===== src/rtl/pool_window_gen.sv =====
// pool_window_gen: streaming R x C window generator for the pooling stage.
// Pixels arrive in raster order. R-1 line buffers supply the upper rows of
// each new window column, and the bottom row comes straight from in_data.
// Each window lands in a registered packed output bus at stride-aligned
// positions. The design needs R >= 2 and C >= 2. The leftmost window column
// lives only in the output register, so the shift history holds C-1 columns.
module pool_window_gen #(
  parameter int data_width = 32,
  parameter int R          = 3,
  parameter int C          = 3,
  parameter int IMG_W      = 8,
  parameter int IMG_H      = 8,
  parameter int STRIDE     = 2
) (
  input  logic                         clk,
  input  logic                         rst_n,
  input  logic                         in_valid,
  output logic                         in_ready,
  input  logic [data_width-1:0]        in_data,
  output logic                         out_valid,
  input  logic                         out_ready,
  output logic [data_width*R*C-1:0]    out_window,
  output logic                         frame_done
);

  localparam int CW = (IMG_W  > 1) ? $clog2(IMG_W)  : 1;
  localparam int RW = (IMG_H  > 1) ? $clog2(IMG_H)  : 1;
  localparam int PW = (STRIDE > 1) ? $clog2(STRIDE) : 1;

  localparam logic [CW-1:0] COL_LAST       = CW'(IMG_W - 1);
  localparam logic [CW-1:0] COL_FIRST_EMIT = CW'(C - 1);
  localparam logic [RW-1:0] ROW_LAST       = RW'(IMG_H - 1);
  localparam logic [RW-1:0] ROW_FIRST_EMIT = RW'(R - 1);
  localparam logic [PW-1:0] PHASE_LAST     = PW'(STRIDE - 1);

  logic [CW-1:0] col;
  logic [RW-1:0] row;
  logic [PW-1:0] col_phase;
  logic [PW-1:0] row_phase;

  logic accept;
  logic emit;
  logic last_col;
  logic last_row;

  // line_buf[0] holds the previous row, line_buf[R-2] the oldest row.
  logic [data_width-1:0] line_buf [R-1][IMG_W];

  // Shift history: the right-hand C-1 columns of the most recent window.
  logic [data_width-1:0] hist [R][C-1];

  logic [data_width-1:0] new_col  [R];
  logic [data_width-1:0] win_next [R][C];
  logic [data_width*R*C-1:0] win_next_flat;

  assign in_ready = !out_valid || out_ready;
  assign accept   = in_valid && in_ready;
  assign last_col = (col == COL_LAST);
  assign last_row = (row == ROW_LAST);

  // A window completes on a pixel that has R rows and C columns of the
  // current row behind it, and that sits on the stride grid in both
  // directions. The phase counters stand in for the modulo.
  assign emit = accept &&
                (row >= ROW_FIRST_EMIT) && (col >= COL_FIRST_EMIT) &&
                (row_phase == '0) && (col_phase == '0);

  // The new column is built from the line-buffer taps (oldest on top) and
  // the incoming pixel on the bottom. The candidate window is the history
  // plus that new column, packed with pixel (r,c) at slot r*C+c.
  for (genvar r = 0; r < R; r++) begin : g_row
    if (r == R - 1) begin : g_bottom
      assign new_col[r] = in_data;
    end else begin : g_tap
      assign new_col[r] = line_buf[R-2-r][col];
    end
    for (genvar c = 0; c < C; c++) begin : g_col
      if (c == C - 1) begin : g_newest
        assign win_next[r][c] = new_col[r];
      end else begin : g_older
        assign win_next[r][c] = hist[r][c];
      end
      assign win_next_flat[(r*C+c)*data_width +: data_width] = win_next[r][c];
    end
  end

  // Raster position and stride phase counters, which advance only on accepts.
  always_ff @(posedge clk or negedge rst_n) begin
    if (!rst_n) begin
      col       <= '0;
      row       <= '0;
      col_phase <= '0;
      row_phase <= '0;
    end else if (accept) begin
      if (last_col) begin
        col       <= '0;
        col_phase <= '0;
        if (last_row) begin
          row       <= '0;
          row_phase <= '0;
        end else begin
          row <= row + 1'b1;
          if (row >= ROW_FIRST_EMIT) begin
            row_phase <= (row_phase == PHASE_LAST) ? '0 : row_phase + 1'b1;
          end
        end
      end else begin
        col <= col + 1'b1;
        if (col >= COL_FIRST_EMIT) begin
          col_phase <= (col_phase == PHASE_LAST) ? '0 : col_phase + 1'b1;
        end
      end
    end
  end

  // Line buffers push each column down one row on every accepted pixel, and
  // their contents after reset are irrelevant.
  always_ff @(posedge clk) begin
    if (accept) begin
      line_buf[0][col] <= in_data;
      for (int k = 1; k < R - 1; k++) begin
        line_buf[k][col] <= line_buf[k-1][col];
      end
    end
  end

  // The window history shifts left by one column for every accepted pixel.
  always_ff @(posedge clk) begin
    if (accept) begin
      for (int r = 0; r < R; r++) begin
        for (int c = 0; c < C - 1; c++) begin
          hist[r][c] <= win_next[r][c+1];
        end
      end
    end
  end

  // The output register loads on an emitting accept and clears valid once the
  // window has been taken. A simultaneous take and new emit keeps valid high.
  always_ff @(posedge clk or negedge rst_n) begin
    if (!rst_n) begin
      out_valid  <= 1'b0;
      out_window <= '0;
    end else if (emit) begin
      out_valid  <= 1'b1;
      out_window <= win_next_flat;
    end else if (out_ready) begin
      out_valid  <= 1'b0;
    end
  end

  // frame_done pulses for one cycle after the frame's final pixel is taken.
  always_ff @(posedge clk or negedge rst_n) begin
    if (!rst_n) begin
      frame_done <= 1'b0;
    end else begin
      frame_done <= accept && last_col && last_row;
    end
  end

endmodule


===== config.mk =====
export PLATFORM = sky130hd
export DESIGN_NAME = pool_window_gen
export DESIGN_NICKNAME = d
export VERILOG_FILES = /design/src/rtl/pool_window_gen.sv
export SDC_FILE = /design/constraint.sdc
export NUM_CORES = 1
export LEC_CHECK = 0
export BUFFER_PORTS_ARGS = -buffer_cell sky130_fd_sc_hd__buf_2
export CAP_MARGIN = 20
export CORE_ASPECT_RATIO = 1.5
export CORE_MARGIN = 2
export CORE_UTILIZATION = 60
export DETAILED_ROUTE_END_ITERATION = 16
export PLACE_DENSITY = 0.8
export SYNTH_ARGS = -nofsm -noshare
export SYNTH_HDL_FRONTEND = slang
export SYNTH_SLANG_ARGS = --single-unit

===== constraint.sdc =====
create_clock -name clk -period 19.6 [get_ports clk]
set_clock_uncertainty 0.1 [all_clocks]
set_input_delay 0 -clock clk [delete_from_list [all_inputs] [get_ports clk]]
set_output_delay 0 -clock clk [all_outputs]
set_load 0.1 [all_outputs]

# Word-level counts from Yosys, hierarchy flattened
# Memory sizes are Yosys's and may differ from the RTL's.
# Cells that the tools add are included.
[word_totals] output_inout_bits=291 memories=2 regBits=298 ramBits=704
[memory_table] memory="line_buf" depth=2 word_bits=256 rd=2 rd_ports_with_merged_regs=0 write_ports=2 line_no="47" rtl="logic [data_width-1:0] line_buf [R-1][IMG_W];"
[memory_table] memory="hist" depth=3 word_bits=64 rd=3 rd_ports_with_merged_regs=0 write_ports=3 line_no="50" rtl="logic [data_width-1:0] hist [R][C-1];"
[classes] muxes=21 eq_ne=2 n_bitwise=3 add_sub_neg=4 n_reduce_logical=16 order_cmp=4
[op_table] operator="$mux W256" n=1
[op_table] operator="$bmux W32 S3" n=2
[op_table] operator="$mux W32" n=5
[op_table] operator="$demux W32 S3" n=1
[op_table] operator="$mux W1" n=10
[op_table] operator="$logic_and A1 B1 Y1" n=8
[op_table] operator="$add A3 B1 Y3 const B" n=2
[op_table] operator="$eq A3 B3 Y1 const B" n=2
[op_table] operator="$ge A3 B2 Y1 const B" n=2
[op_table] operator="$mux W3" n=2
[op_table] operator="$reduce_bool A2 Y1" n=3
[op_table] operator="$ge A4 B4 Y1 const B" n=1
[op_table] operator="$lt A4 B1 Y1 const B" n=1
[op_table] operator="$not A3 Y4" n=1
[op_table] operator="$reduce_and A2 Y1" n=2
[op_table] operator="$reduce_and A3 Y1" n=1
[op_table] operator="$add A1 B1 Y1 const B" n=2
[op_table] operator="$not A1 Y1" n=2
[op_table] operator="$logic_not A1 Y1" n=1
[op_table] operator="$logic_or A1 B1 Y1" n=1

# Logic depth before layout (Yosys ltp)
[depth] depth_word=8 depth_mapped=7 depth_no_buf=6

# Worst setup path after synthesis
# OpenSTA, ideal clock, no wires.
[synth_timing] kind="register to register" start="register out_valid" end="memory line_buf[0][192] (netlist name) (enable)" period_less_slack_ns=11.219 setup_slack_ns=8.381 t_arrival_ns=10.554 setup_ns=0.565 path_stages_with_launch=6 required_time_ns=18.935 path_cell_list="dfrtp_1 > nand2b_2 > nand2_1 > inv_1 > nand2_1 > nor3_1"
[synth_lines] item="start, declared" line_no="20" rtl="output logic out_valid,"
[synth_lines] item="start signal, assigned" line_no="142" rtl="out_valid <= 1'b0;"
[synth_lines] item="start signal, assigned" line_no="145" rtl="out_valid <= 1'b1;"
[synth_lines] item="start signal, assigned" line_no="148" rtl="out_valid <= 1'b0;"
[synth_lines] item="end, declared" line_no="47"

==> run metrics <==
most common library cells after synthesis 704 x edfxtp_1, 352 x mux2_2, 298 x dfrtp_1; GRT met2 Usage 39.8%; Hold EP hist[2][18]$_DFFE_PP_; Synthesized Nets 1646; count of final setup violators 0; vias in the first global route about 18k; total I/O pin count 327; outcome finished, final reports clean; Routed wire per std cell 25.2 um; Hold Path Origin in_data[18]; max-slew violations 0; Post-synth EDFFs 704; clock network latency to the later pin of the worst-skew pair 0.63 ns; unrepaired setup endpoints after global routing no; average footprint of a synthesized cell ~23 um^2; overall via count from detail_route 16.9k; proportion of synthesized chip area in sequential cells about four fifths; worst setup timing slack at the placement stage 15.04 ns; combinational family with the most area after synthesis multiplexers; flip-flop and latch count after synthesis ~1.0k; Layout Nets slightly above 2k; Port Buffer Count 326; final estimated routing congestion in global placement ~0.76; Diodes inserted 0; horizontal die dimension 204 um; Via density a little under 6; top_reg_cell synth edfxtp_1; routing layer with the top usage in global route met2; post-synthesis compound-gate area fraction 0.215%; Slew headroom 21.6%; number of detailed-routing iterations run before antenna repair 5; DR iter-0 viols ~1.2k; Die Y-Extent 305 um; number of sinks handled by clock tree synthesis 1002; design area between 40000 and 50000 um^2; overall fraction of global-route tracks in use 23.8%; detailed-placement wirelength estimate 41200 um; number of cell instances on the worst register-to-register path 5; post-synthesis simple-gate area fraction 0.572%; TritonCTS clock tree yes; share of cell area taken by muxes after synthesis between 10% and 20%; crit path max fanout 49; min cycle time layout approximately 4.4 ns; number of clock buffers inserted by TritonCTS 86; H-tree level count 3; Max Clk Rate 226 MHz; number of max-cap violations 0; number of antenna violations at the first check in global routing 0; global route total overflow 0; met3 usage slightly above 4%; post-synthesis async set-or-reset flop share a little under 30%; share of layout cells above drive strength 1 47.2%; Site Rows 110; reg-to-reg startpoint col[1]$_DFFE_PN0P_; WP data arrival 4.83 ns; data required time of the critical path around 20 ns; adder-cell share of the synthesized area 0.173%; critical setup path kind reg2reg; layout overhead on the synthesized area 16.4%; wire length after detailed routing 72300 um; met1 Usage GRT around 32%; slack of the worst reg-to-reg path 15.18 ns; starting utilization of the core area around three fifths; netlist area before placement 36100 um^2; Mapped Cells 1605; clock-pin slew on the worst setup and hold paths approximately 0.060 ns; number of endpoints with negative hold slack in the final report 0; area of placed instances slightly below 40000 um^2; Longest Clk Path Bufs 3; count leader, synth edfxtp_1; Final Core Density between 70% and 80%; Least-Margin Pin Slew ~1.2 ns; count of synthesis-stage warnings from yosys 0; fraction of post-synthesis cell area in the top cell type by area 58.5%; final worst path period share between 20% and 30%; Core ar. 59700 um^2; maximum number of pins on one net before global-route repair 165; Worst Setup Start Kind flip-flop; first-pass GRT wire length 110000 um; xor/xnor cell area share of the yosys netlist 0%; CTS Root Cell clkbuf_16; worst hold path stage count 2; cell accounting for the most synthesized area edfxtp_1; Routed Antenna Nets 0; destination of the worst register-to-register timing path out_window[169]$_DFFE_PN0P_; number of buffers added for setup after CTS 0; Total Die Area about 62000 um^2; Hold/Removal Path Class in2reg; setup TNS 0 ns; detailed-route DRC error count 0; library cells used by synthesis 33; cells taking the most area after synthesis edfxtp_1 59%, dfrtp_1 21%, mux2_2 11%; endpoint class of the critical path flip-flop; PnR worst setup slack 15.18 ns
## timing repair
action | 4_1_cts | 5_1_grt
hold endpoints to repair | 435 | 0
gates resized for setup | 0 | 0
hold buffers | 38 | 0
## flip-flops by register name (all words and copies together), names as in the netlist
signal,flops
out_valid,1
hist,192
col,3
row_phase,1
line_buf,512
col_phase,1
out_window,288
row,3
frame_done,1
## layout by cell type, fill, tap and decap left out, types with 2 or more instances in the layout
master and count:
ha_1 5, nor2_4 3, nand2_1 9, clkbuf_16 89, dfrtp_1 295, dlygate4sd3_1 37
clkinvlp_4 3, buf_12 3, mux2i_1 2, o21ai_0 3, dfrtp_4 3, bufinv_16 8
nand3_1 2, inv_6 5, clkinv_1 5, nor3_1 4, mux4_2 126, nand2b_1 3
clkbuf_8 17, mux2_2 352, clkinv_2 15, nor3_2 4, clkbuf_1 17, edfxtp_1 704
buf_4 23, a21o_1 3, buf_2 325
## worst max-delay path: stages (launching register included)
cell and delay (ns):
dfrtp_4 1.03, buf_4 0.82, buf_4 0.92, mux4_2 0.62
mux2_2 0.38, mux2_2 0.30
## worst max-delay path by stage
| stage | startpoint | end | cells past startpoint |
|---|---|---|---|
| finish | col[1]$_DFFE_PN0P_ | out_window[169]$_DFFE_PN0P_ | 5 |
| global route | col[1]$_DFFE_PN0P_ | out_window[169]$_DFFE_PN0P_ | 5 |
| CTS | col[1]$_DFFE_PN0P_ | out_window[169]$_DFFE_PN0P_ | 5 |
| detailed placement | col[1]$_DFFE_PN0P_ | out_window[171]$_DFFE_PN0P_ | 5 |
| global placement | col[1]$_DFFE_PN0P_ | out_window[169]$_DFFE_PN0P_ | 5 |
| floorplan | out_valid$_DFFE_PN0P_ | line_buf[0][192]$_DFFE_PP_ | 5 |
## through the flow
step | hold slack [ns] | std cells
3_5_place_dp | 0.0212 | 2670
2_1_floorplan | -0.396 | 1605
6_report | 0.110 | 2871
3_3_place_gp | 0.0231 | 2670
5_1_grt | 0.120 | 2871
4_1_cts | 0.0830 | 2869
## layer usage
| metal | routed length, um | vias to the layer above |
|---|---|---|
| li1 | - | 7198 |
| met1 | 29500 | 8986 |
| met2 | 36700 | 610 |
| met3 | 4130 | 126 |
| met4 | 2020 | 0 |
| met5 | 0 | - |
## cell type report
type,instances,area [um^2]
clock buffers,123,2520
clock inverters,38,425
fillers,3488,17700
inverters,2,15.0
multi-input cells,532,7220
flip-flops and latches,1002,28600
well taps,784,981
repair buffers,390,2270
## cells by family (layout without fill, tap and decap cells)
group,count (synthesis),after routing
multiplexers,480,480
buffers and inverters,71,553
flip-flops,1002,1002
adder cells (fa/ha/maj),5,5
AND/OR/NAND/NOR,36,36
AO/OA/AOI/OAI,11,11
Power is not shown: default switching activity piles up to over one toggle a cycle in this logic, so the estimate is an artifact.
